File: src/rtl/traffic_phase_seq.sv
`default_nettype none
// ============================================================================
// Module   : traffic_phase_seq
// Brief    : N-phase traffic-light sequencer (GREEN/YELLOW/ALLRED) with night
//            flash, per-phase green times and key-driven time setting.
// Revision : 1.0
// ============================================================================
module traffic_phase_seq #(
    parameter int N_PHASE    = 4,
    parameter int CNT_W      = 11,
    parameter int GREEN_DEF  = 8,
    parameter int YELLOW_DEF = 6,
    parameter int ALLRED_DEF = 1,
    parameter int PH_W       = 2
) (
    input  logic               clk,
    input  logic               rst,
    input  logic               tick,
    input  logic [1:0]         mode,
    input  logic               key_plus,
    input  logic               key_sub,
    input  logic [PH_W-1:0]    set_sel,
    input  logic [N_PHASE-1:0] phase_en,
    output logic [N_PHASE-1:0] lamp_r,
    output logic [N_PHASE-1:0] lamp_y,
    output logic [N_PHASE-1:0] lamp_g,
    output logic [PH_W-1:0]    cur_phase,
    output logic [1:0]         stage,
    output logic [CNT_W-1:0]   remain,
    output logic [CNT_W-1:0]   set_val
);

    localparam logic [1:0] c_ST_GREEN  = 2'b00;
    localparam logic [1:0] c_ST_YELLOW = 2'b01;
    localparam logic [1:0] c_ST_ALLRED = 2'b10;
    localparam logic [1:0] c_ST_NIGHT  = 2'b11;

    localparam logic [1:0] c_MODE_RUN   = 2'b00;
    localparam logic [1:0] c_MODE_NIGHT = 2'b01;
    localparam logic [1:0] c_MODE_SET_G = 2'b10;
    localparam logic [1:0] c_MODE_SET_Y = 2'b11;

    localparam logic [CNT_W-1:0] c_GREEN_DEF  = CNT_W'(GREEN_DEF);
    localparam logic [CNT_W-1:0] c_YELLOW_DEF = CNT_W'(YELLOW_DEF);
    localparam logic [CNT_W-1:0] c_ALLRED_DEF = CNT_W'(ALLRED_DEF);
    localparam logic [CNT_W-1:0] c_ONE        = CNT_W'(1);
    localparam logic [CNT_W-1:0] c_CNT_MAX    = '1;
    localparam logic [PH_W-1:0]  c_LAST_PHASE = PH_W'(N_PHASE - 1);

    logic [1:0]       r_stage;
    logic [PH_W-1:0]  r_phase;
    logic [CNT_W-1:0] r_remain;
    logic [CNT_W-1:0] r_green [N_PHASE];
    logic [CNT_W-1:0] r_yellow;
    logic             r_flash;
    logic [CNT_W-1:0] r_set_val;

    logic [PH_W-1:0]  w_up_phase;
    logic [PH_W-1:0]  w_wrap_phase;
    logic             w_up_found;
    logic [PH_W-1:0]  w_next_phase;
    logic             w_sel_ok;
    logic [CNT_W-1:0] w_edit_cur;
    logic [CNT_W-1:0] w_edit_new;
    logic [N_PHASE-1:0] w_lamp_r;
    logic [N_PHASE-1:0] w_lamp_y;
    logic [N_PHASE-1:0] w_lamp_g;

    // Lowest enabled phase above the current one, else lowest enabled overall
    // (which may be the current phase itself).
    always_comb begin
        w_up_phase   = r_phase;
        w_wrap_phase = r_phase;
        w_up_found   = 1'b0;
        for (int i = N_PHASE - 1; i >= 0; i--) begin
            if (phase_en[i]) begin
                w_wrap_phase = PH_W'(i);
                if (i > int'(r_phase)) begin
                    w_up_phase = PH_W'(i);
                    w_up_found = 1'b1;
                end
            end
        end
        w_next_phase = w_up_found ? w_up_phase : w_wrap_phase;
    end

    assign w_sel_ok = (int'(set_sel) < N_PHASE);

    always_comb begin
        w_edit_cur = '0;
        if (mode == c_MODE_SET_Y) begin
            w_edit_cur = r_yellow;
        end else if (w_sel_ok) begin
            w_edit_cur = r_green[set_sel];
        end
        w_edit_new = w_edit_cur;
        if (key_plus && !key_sub && (w_edit_cur != c_CNT_MAX)) begin
            w_edit_new = w_edit_cur + c_ONE;
        end else if (key_sub && !key_plus && (w_edit_cur > c_ONE)) begin
            w_edit_new = w_edit_cur - c_ONE;
        end
    end

    always_ff @(posedge clk) begin
        if (rst) begin
            r_stage   <= c_ST_ALLRED;
            r_phase   <= c_LAST_PHASE;
            r_remain  <= c_ALLRED_DEF;
            r_yellow  <= c_YELLOW_DEF;
            r_flash   <= 1'b0;
            r_set_val <= '0;
            for (int i = 0; i < N_PHASE; i++) begin
                r_green[i] <= c_GREEN_DEF;
            end
        end else begin
            r_set_val <= '0;
            if (mode == c_MODE_NIGHT) begin
                r_stage  <= c_ST_NIGHT;
                r_remain <= '0;
                if (tick) begin
                    r_flash <= ~r_flash;
                end
            end else if (r_stage == c_ST_NIGHT) begin
                // Restart from the last phase so the search lands on the lowest enabled one.
                r_stage  <= c_ST_ALLRED;
                r_remain <= c_ALLRED_DEF;
                r_phase  <= c_LAST_PHASE;
                r_flash  <= 1'b0;
            end else if ((mode == c_MODE_RUN) && tick) begin
                if (r_remain > c_ONE) begin
                    r_remain <= r_remain - c_ONE;
                end else begin
                    case (r_stage)
                        c_ST_GREEN: begin
                            r_stage  <= c_ST_YELLOW;
                            r_remain <= r_yellow;
                        end
                        c_ST_YELLOW: begin
                            r_stage  <= c_ST_ALLRED;
                            r_remain <= c_ALLRED_DEF;
                        end
                        default: begin
                            if (|phase_en) begin
                                r_stage  <= c_ST_GREEN;
                                r_phase  <= w_next_phase;
                                r_remain <= r_green[w_next_phase];
                            end else begin
                                r_remain <= c_ALLRED_DEF;
                            end
                        end
                    endcase
                end
            end

            if (mode == c_MODE_SET_G) begin
                if (w_sel_ok) begin
                    r_green[set_sel] <= w_edit_new;
                    r_set_val        <= w_edit_new;
                end
            end else if (mode == c_MODE_SET_Y) begin
                r_yellow  <= w_edit_new;
                r_set_val <= w_edit_new;
            end
        end
    end

    always_comb begin
        w_lamp_r = '1;
        w_lamp_y = '0;
        w_lamp_g = '0;
        case (r_stage)
            c_ST_GREEN: begin
                w_lamp_r[r_phase] = 1'b0;
                w_lamp_g[r_phase] = 1'b1;
            end
            c_ST_YELLOW: begin
                w_lamp_r[r_phase] = 1'b0;
                w_lamp_y[r_phase] = 1'b1;
            end
            c_ST_NIGHT: begin
                w_lamp_r = '0;
                w_lamp_y = {N_PHASE{r_flash}};
            end
            default: ;
        endcase
    end

    assign lamp_r    = w_lamp_r;
    assign lamp_y    = w_lamp_y;
    assign lamp_g    = w_lamp_g;
    assign cur_phase = r_phase;
    assign stage     = r_stage;
    assign remain    = r_remain;
    assign set_val   = r_set_val;

endmodule
`default_nettype wire

File: config.mk
export PLATFORM = sky130hd
export DESIGN_NAME = traffic_phase_seq
export DESIGN_NICKNAME = d
export VERILOG_FILES = /design/src/rtl/traffic_phase_seq.sv
export SDC_FILE = /design/constraint.sdc
export NUM_CORES = 1
export LEC_CHECK = 0
export BUFFER_PORTS_ARGS = -buffer_cell sky130_fd_sc_hd__buf_2
export CAP_MARGIN = 20
export CELL_PAD_IN_SITES_DETAIL_PLACEMENT = 0
export CELL_PAD_IN_SITES_GLOBAL_PLACEMENT = 1
export CORE_MARGIN = 1.5
export CORE_UTILIZATION = 39
export CTS_CLUSTER_SIZE = 25
export DETAILED_ROUTE_END_ITERATION = 7
export HOLD_SLACK_MARGIN = 0.12
export PLACE_DENSITY_LB_ADDON = 0.3
export SYNTH_ARGS = -nofsm -noshare
export SYNTH_HDL_FRONTEND = slang
export SYNTH_SLANG_ARGS = --single-unit
File: constraint.sdc
create_clock -name clk -period 6.25 [get_ports clk]
set_input_delay 1.25 -clock clk [delete_from_list [all_inputs] [get_ports clk]]
set_output_delay 1.25 -clock clk [all_outputs]
set_load 0.03 [all_outputs]
==> results of run 1 <==
-- per-layer routing --
metal	up-vias	track usage [%]	wire length, um
met3	26	5.66	1400
met1	2389	31.4	7360
met4	0	6.92	350
met2	229	42.5	8520
met5	-	0	0
li1	2304	-	-
-- report_power, final --
group          switching (W)  internal (W)  total (W)
clock network       0.000230      0.000362   0.000592
registers          0.0000221      0.000590   0.000612
logic               0.000203     0.0000977   0.000300
total               0.000455       0.00105    0.00150
-- worst max path at each step --
stage               startpoint       endpoint  depth (start not counted)
global placement       mode[0]  r_green[0][1]                         10
floorplan           set_sel[0]    r_yellow[7]                         11
global route           mode[1]  r_green[2][5]                         10
finish                 mode[0]  r_green[3][1]                         10
detailed placement     mode[0]  r_green[2][5]                         10
CTS                    mode[1]  r_green[2][5]                         10
-- cell families (layout without fill, tap and decap cells) --
family,after synthesis,after routing
adder cells (fa/ha/maj),5,5
multiplexers,30,30
buffers and inverters,54,81
flip-flops,82,82
AO/OA/AOI/OAI,200,200
XOR/XNOR,3,3
AND/OR/NAND/NOR,209,209
-- critical path, delay by kind of cell --
family / cells / cell delay (ns)
muxes: 1 / 0.30
adders and majority gates: 1 / 0.18
buffers and inverters: 3 / 0.63
AOI/OAI and AO/OA: 2 / 0.71
and+or+nand+nor: 3 / 1.45
-- final cells by class --
type	count	area [sq um]	share of cell area, %
clock buffers	10	239	4.00
clock inverters	6	90.1	1.51
inverters	12	45.0	0.754
multi-input cells	447	3020	50.6
flip-flops and latches	82	2080	34.9
well taps	176	220	3.69
repair buffers	53	273	4.57
-- cell usage in the layout, fill, tap and decap left out, types with 4 or more instances in the layout --
cell       netlist  routed
o31ai_1          7       6
and3_1           5       5
nor2b_1          7       7
a21boi_0         4       4
and4_1          18      18
nor4_1           8       8
a21o_1          10      10
dfxtp_1         38      38
or3_1            9       9
nand2_1         29      29
and2_1           4       4
o21a_1           9       9
nand3_1         21      21
a211oi_1        22      22
o31a_1           7       7
ha_1             5       5
inv_1           10      10
nand2b_1        16      16
nor3_1          12      12
a21oi_1         78      78
clkbuf_16        0       9
o221a_2          7       7
mux2i_1         17      17
nor3b_1          9       9
buf_2            3      50
nor2_1          46      46
o21ai_0         14      14
mux2_2           4       4
a31oi_1          8       8
edfxtp_1        44      44
-- flip-flops by register name (all words and copies together) (netlist names) --
signal,flops
cur_phase,2
stage,2
r_green,44
r_flash,1
r_yellow,11
remain,11
set_val,11
-- per-stage QoR --
stage	area (sq um)	utilization, %
floorplan	5340	-
global route	5970	44.9
finish	5970	44.9
detailed placement	5640	42.4
CTS	5970	44.9
global placement	5640	42.4
==> flow_summary.ini, run 1 <==
[finish]
fillers = 1314
fin_cells = 786
area_growth_pct = 11.9
antenna_cells = 0
nNetsFinal = 623
layout-drive-gt1-share_pct = 16.7

[cts]
h-tree-depth = 3
clock_sinks = 82
clkLatencyLatePin_ns = 0.35
ctsResizeCount = 0
path_clk_slew_ns = 0.06
cts_inserted_buffers = 9
cts_buffer_depth = 2
cts_tree = done
cts_hold_buf = 0
post_cts.repair.setup_buffers = 0
cts_root_buf = clkbuf_16

[die]
die_area_sq_um = 14400
core_region_area_sq_um = 13300
pin_count = 51
die_h_um = 120
rows = 42
start_util_pct = 40.1
die_w_um = 120

[placed_design]
gp_congestion = 0.954
dp_slack_ns = 1.53
port_buffers = 50
place_inst = 770
place_hpwl_um = 12500

[global_route]
track_usage_pct = 24.9
grt_start_max_net_pins = 30
grt_pass1_wl_um = 27100
grt_pass1_vias = 4687
grt-ovfl-total = 0
antenna_found_initial = 0

[yosys]
synth_compound_area_share_pct = 25.1
synthArstFlopShare_pct = 0
syn-num-nets = 601
synth_edf_count = 44
synthesis.area_sq_um = 5340
synth_seq_area_share_pct = 39.0
synth_cells = 583
synth_cell_types = 79
yosys_warnings = 0
yosys.area_share.simple_pct = 22.3
yosysTopAreaCell = edfxtp_1
synth_top_flop_cell = edfxtp_1
synth_adder_area_share_pct = 1.17
synthXorXnorAreaFrac_pct = 0.492
synth.top_cell.area_share_pct = 24.8
ys_ff_latch = 82
muxShareOfSynthArea_pct = 7.48
synth_most_common_cell = a21oi_1
synth_top_family_by_area = compound AO/OA/AOI/OAI gates
avgSynthCellArea_sq_um = 9.15
synth_area_leaders = edfxtp_1 (25%), dfxtp_1 (14%), a21oi_1 (7.3%)
yosys-top-cells-count = a21oi_1 (78), nor2_1 (46), edfxtp_1 (44)

[sta]
fin_ws_ns = 1.79
min_period_ns = 4.46
fmax_ghz = 0.224
fin_crit_sh_pct = 71.3
setup_violations = 0
fin_worst_skew_ns = 0.00750
hold_viol = 0
grt_setup_unrepaired = false
fin_tns_setup_ns = 0
hold_ws_ns = 0.521
worstMarginPinSlew_ns = 0.999
slew_viol_final = 0
slew-limit-headroom_pct = 33.0

[detailed_routing]
drc = 0
vias = 4948
via_per_inst = 6.30
drt_iter0_markers = 541
wirelength_um = 17600
dr.pass1.iters = 6
wl_per_cell_um = 22.4
postRouteAntennaNets = 0

[setup_path]
rrSetupSlack_ns = 2.74
rr_endpoint = remain[5]
start_kind = input port
reg2regPathDepth = 7
critPathCaptureType = flip-flop
cpPeakStageDelay_ns = 0.72
path_class = input port to flip-flop
crit_path_cell_trace = buf_2, nand2_1, mux2i_1, inv_2, ha_1, nor4bb_1, buf_4, nor4b_1, a311oi_2, a21oi_1
crit_slowest_cell = nor4bb_1
cp_max_fo = 23
r2r-start = cur_phase[1]
worstPathRequired_ns = 6.32
cp.arrival_ns = 4.53

[power_and_ir_drop]
total_power_w = 0.00150
p_leak_nw = 2.23
ir_drop_mv = 0.242
powerDensity_nw_per_um2 = 252

[min_path]
min_path_type = flip-flop to flip-flop
worstHoldStart = r_yellow[4]
min_path_cells = 2
min_to = r_yellow[4]

[status]
status = complete, no violations

[run]
maxCapViolCount = 0
No activity file was read; power rests on OpenSTA's default activity.
==> inputs of run 2 (changes only) <==
- clock period: 6.25 -> 3.6 ns (I/O delays scaled with it)
==> run 2 against run 1 <==
  * Combinational power up 89%
  * Highest routed layer unchanged
  * Setup slack worse by 1.5 ns
  * Worst hold slack lost 0.0036 ns
==> flow_summary.ini, run 2 (synthesized netlist as in run 1, its figures left out) <==
[global_route]
grt_pass1_vias = 4968
grt_pass1_wl_um = 28200
antenna_found_initial = 0
track_usage_pct = 25.7
grt_start_max_net_pins = 29
grt-ovfl-total = 0

[sta]
setup_violations = 0
slew_viol_final = 0
slew-limit-headroom_pct = 34.8
fin_worst_skew_ns = 0.00647
hold_viol = 0
hold_ws_ns = 0.517
min_period_ns = 3.35
fin_crit_sh_pct = 93.2
worstMarginPinSlew_ns = 0.963
fmax_ghz = 0.298
grt_setup_unrepaired = false

[power_and_ir_drop]
p_leak_nw = 2.41
total_power_w = 0.00260
seqPwrFrac_pct = 40.7
ir_drop_mv = 0.259
p_int_w = 0.00183
powerDensity_nw_per_um2 = 415
switchingPower_w = 0.000771
netSwitchingFraction_pct = 29.6
clkPwrFrac_pct = 37.5
p_comb_share_pct = 21.8

[detailed_routing]
wl_per_cell_um = 21.5
postRouteAntennaNets = 0
wirelength_um = 17800
via_per_inst = 6.19
drc = 0
dr.pass1.iters = 5
vias = 5124
drt_iter0_markers = 512

[setup_path]
path_class = input port to flip-flop
cp.arrival_ns = 3.45
start_kind = input port
reg2regPathDepth = 9
cp_max_fo = 11
critPathCaptureType = flip-flop
worstPathRequired_ns = 3.70

[finish]
fillers = 1253
nNetsFinal = 665
final_cell_mix = a21oi_1 (78), buf_2 (50), nor2_1 (46), buf_4 (45), edfxtp_1 (44)
largest_reg_flops = 44
mostFrequentLayoutCell = a21oi_1
layout-drive-gt1-share_pct = 21.6
seq_area_sq_um = 2080
multi_input_area_sq_um = 3020
regMostFlops = r_green
antenna_cells = 0
area_growth_pct = 17.4

[cts]
cts_tree = done
post_cts.repair.setup_buffers = 0
cts_hold_buf = 0
path_clk_slew_ns = 0.06
cts_buffer_depth = 2
clock_sinks = 82
ctsResizeCount = 0
cts_inserted_buffers = 9
clkLatencyLatePin_ns = 0.35
cts_root_buf = clkbuf_16
h-tree-depth = 3

[die]
die_w_um = 120
die_h_um = 120
pin_count = 51
rows = 42
core_region_area_sq_um = 13300
start_util_pct = 40.1
die_area_sq_um = 14400

[placed_design]
port_buffers = 50
place_hpwl_um = 13000
gp_congestion = 0.928

[min_path]
min_path_type = flip-flop to flip-flop
min_path_cells = 2

[status]
status = complete, no violations

[run]
maxCapViolCount = 0
-- run 2: final cells by class --
type                    count  share of cell area (%)
flip-flops and latches     82                    33.2
inverters                  12                   0.719
clock buffers              10                    3.66
repair buffers             95                    9.39
well taps                 176                    3.52
multi-input cells         447                    48.2
clock inverters             6                    1.30
-- run 2: per-layer routing --
layer | global-route usage (%) | routed length [um]
met4 | 8.85 | 391
met5 | 0 | 0
met1 | 32.7 | 7540
met3 | 6.27 | 1350
met2 | 42.5 | 8550
-- run 2: path summary, 6_finish.rpt --
check	slack, ns	startpoint	to
setup / recovery	0.25	mode[1]	r_green[0][5]
setup reg to reg	0.69	r_green[3][0]	r_yellow[7]
hold / removal	0.52	remain[1]	remain[1]
hold reg to reg	0.52	remain[1]	remain[1]
-- run 2: through the flow --
stage | std cells | worst slack, ns | util (%) | cell area (sq um) | setup TNS, ns
6_report | 828 | 0.246 | 47.1 | 6260 | 0
2_1_floorplan | 583 | 0.218 | - | 5340 | 0
5_1_grt | 828 | 0.177 | 47.1 | 6260 | 0
4_1_cts | 828 | 0.340 | 47.1 | 6260 | 0
3_5_place_dp | 812 | -0.0260 | 44.8 | 5950 | -0.0757
3_3_place_gp | 812 | 0.0116 | 44.8 | 5950 | 0
-- run 2: worst max-delay path, stage by stage --
cell and delay [ns]:
buf_2 0.22, nand2_1 0.35, o311ai_1 0.91, a41oi_1 0.43, a2bb2oi_1 0.42, xor2_1 0.19, buf_4 0.17, nor2_1 0.05
-- run 2: power by group through the flow --
stage	clock network, W	logic (W)	registers (W)
3_3_place_gp	0	0.000550	0.00108
5_1_grt	0.00103	0.000611	0.00106
6_report	0.000975	0.000568	0.00106
4_1_cts	0.000983	0.000560	0.00106
2_1_floorplan	0	0.000347	0.00109
3_5_place_dp	0	0.000557	0.00108
==> inputs of run 3 (changes only) <==
- BUFFER_PORTS_ARGS: -buffer_cell sky130_fd_sc_hd__buf_2 -> default
- DONT_BUFFER_PORTS: default -> 1
==> run 3 against run 2 <==
  * Core utilization down 2.8 points
  * Sequential share of layout area up 2.1 points
  * Sequential power about the same
  * Register-to-register slack worse by 0.16 ns
  * Critical path depth unchanged
  * Count of clock-buffer cells in the layout up 2
  * Global-route usage down 0.72 points
  * Die area unchanged
  * Flip-flop and latch count unchanged
  * Setup slack better by 0.28 ns
==> flow_summary.ini, run 3 (synthesized netlist as in run 1, its figures left out) <==
[status]
status = complete, no violations

[setup_path]
worstPathRequired_ns = 3.69
start_kind = flip-flop
critPathCaptureType = flip-flop
crit_path_cell_trace = mux4_2, mux2i_1, inv_2, ha_1, o21ai_1, o21ai_0, a311oi_2, a21oi_1
path_class = flip-flop to flip-flop
crit_slowest_cell = a311oi_2
cpPeakStageDelay_ns = 0.56
cp.arrival_ns = 3.16
cp_max_fo = 6

[die]
pin_count = 51
die_h_um = 120
die_w_um = 120
core_region_area_sq_um = 13300
die_area_sq_um = 14400
start_util_pct = 40.1
rows = 42

[global_route]
antenna_found_initial = 0
track_usage_pct = 25.0
grt_pass1_vias = 4649
grt_start_max_net_pins = 30
grt_pass1_wl_um = 26900
grt-ovfl-total = 0

[finish]
area_growth_pct = 10.5
largest_reg_flops = 44
fin_cells = 766
antenna_cells = 0
final_cell_mix = a21oi_1 (78), nor2_1 (46), edfxtp_1 (44), dfxtp_1 (38), buf_4 (33)
layout-drive-gt1-share_pct = 13.6
regMostFlops = r_green
mostFrequentLayoutCell = a21oi_1
nNetsFinal = 603

[sta]
fin_ws_ns = 0.531
grt_setup_unrepaired = false
min_period_ns = 3.07
fin_tns_setup_ns = 0
fmax_ghz = 0.326
fin_worst_skew_ns = 0.00971
setup_violations = 0
hold_ws_ns = 0.435
worstMarginPinSlew_ns = 0.858
slew-limit-headroom_pct = 42.6
hold_viol = 0
slew_viol_final = 0
fin_crit_sh_pct = 85.3

[placed_design]
gp_congestion = 0.910
place_inst = 750
place_hpwl_um = 12600
dp_slack_ns = 0.218
port_buffers = 0

[cts]
post_cts.repair.setup_buffers = 0
h-tree-depth = 3
clkLatencyLatePin_ns = 0.36
cts_buffer_depth = 2
cts_inserted_buffers = 9
ctsResizeCount = 0
clock_sinks = 82
cts_root_buf = clkbuf_16
cts_hold_buf = 0
path_clk_slew_ns = 0.06
cts_tree = done

[power_and_ir_drop]
p_leak_nw = 2.11
total_power_w = 0.00247
ir_drop_mv = 0.327
powerDensity_nw_per_um2 = 418

[detailed_routing]
postRouteAntennaNets = 0
wl_per_cell_um = 23.0
drc = 0
vias = 4905
via_per_inst = 6.40
drt_iter0_markers = 554
dr.pass1.iters = 5
wirelength_um = 17600

[min_path]
min_path_type = input port to flip-flop

[run]
maxCapViolCount = 0
-- run 3: cell types whose count changed in the layout (fill, tap and decap cells not counted), sizes merged --
cell,change
clkinvlp,+1
buf,-62
clkinv,-1
bufinv,-2
clkbuf,+2
-- run 3: critical path, delay by kind of cell, from the launching register on --
kind	cells	cell delay, ns
buffers and inverters	1	0.13
adder cells (fa/ha/maj)	1	0.22
AO/OA/AOI/OAI	4	1.24
multiplexers	2	0.82
flip-flops	1	0.39
-- run 3: where the power goes --
group,leakage (nW),switching [W],internal [W]
Sequential,0.752,0.0000543,0.00102
Combinational,1.22,0.000307,0.000177
Clock,0.138,0.000396,0.000509
-- run 3: path summary, 6_finish.rpt --
path                               startpoint       endpoint  slack [ns]  cells past startpoint
worst max-delay path            r_green[3][0]  r_green[2][1]        0.53                      8
worst min-delay path                      rst        r_flash        0.44                      1
worst max register to register  r_green[3][0]  r_green[2][1]        0.53                      8
worst min register to register    r_yellow[4]    r_yellow[4]        0.52                      2
-- run 3: routing by layer --
metal,track usage (%),vias up,share of wire (%)
met5,0,-,0
met4,10.6,0,3.1
met3,4.52,46,7.0
met2,42.0,231,49
met1,31.4,2371,41
li1,-,2257,-
-- run 3: cell type report --
type                    count  area [sq um]
inverters                  12          45.0
clock buffers              12           258
repair buffers             33           248
multi-input cells         447          3020
clock inverters             4          26.3
fillers                  1305          7400
flip-flops and latches     82          2080
well taps                 176           220
-- run 3: through the flow --
step | area, sq um | util [%]
after detailed placement | 5610 | 42.2
after global placement | 5610 | 42.2
after CTS | 5900 | 44.4
final | 5900 | 44.4
after floorplan | 5340 | -
after global routing | 5900 | 44.4
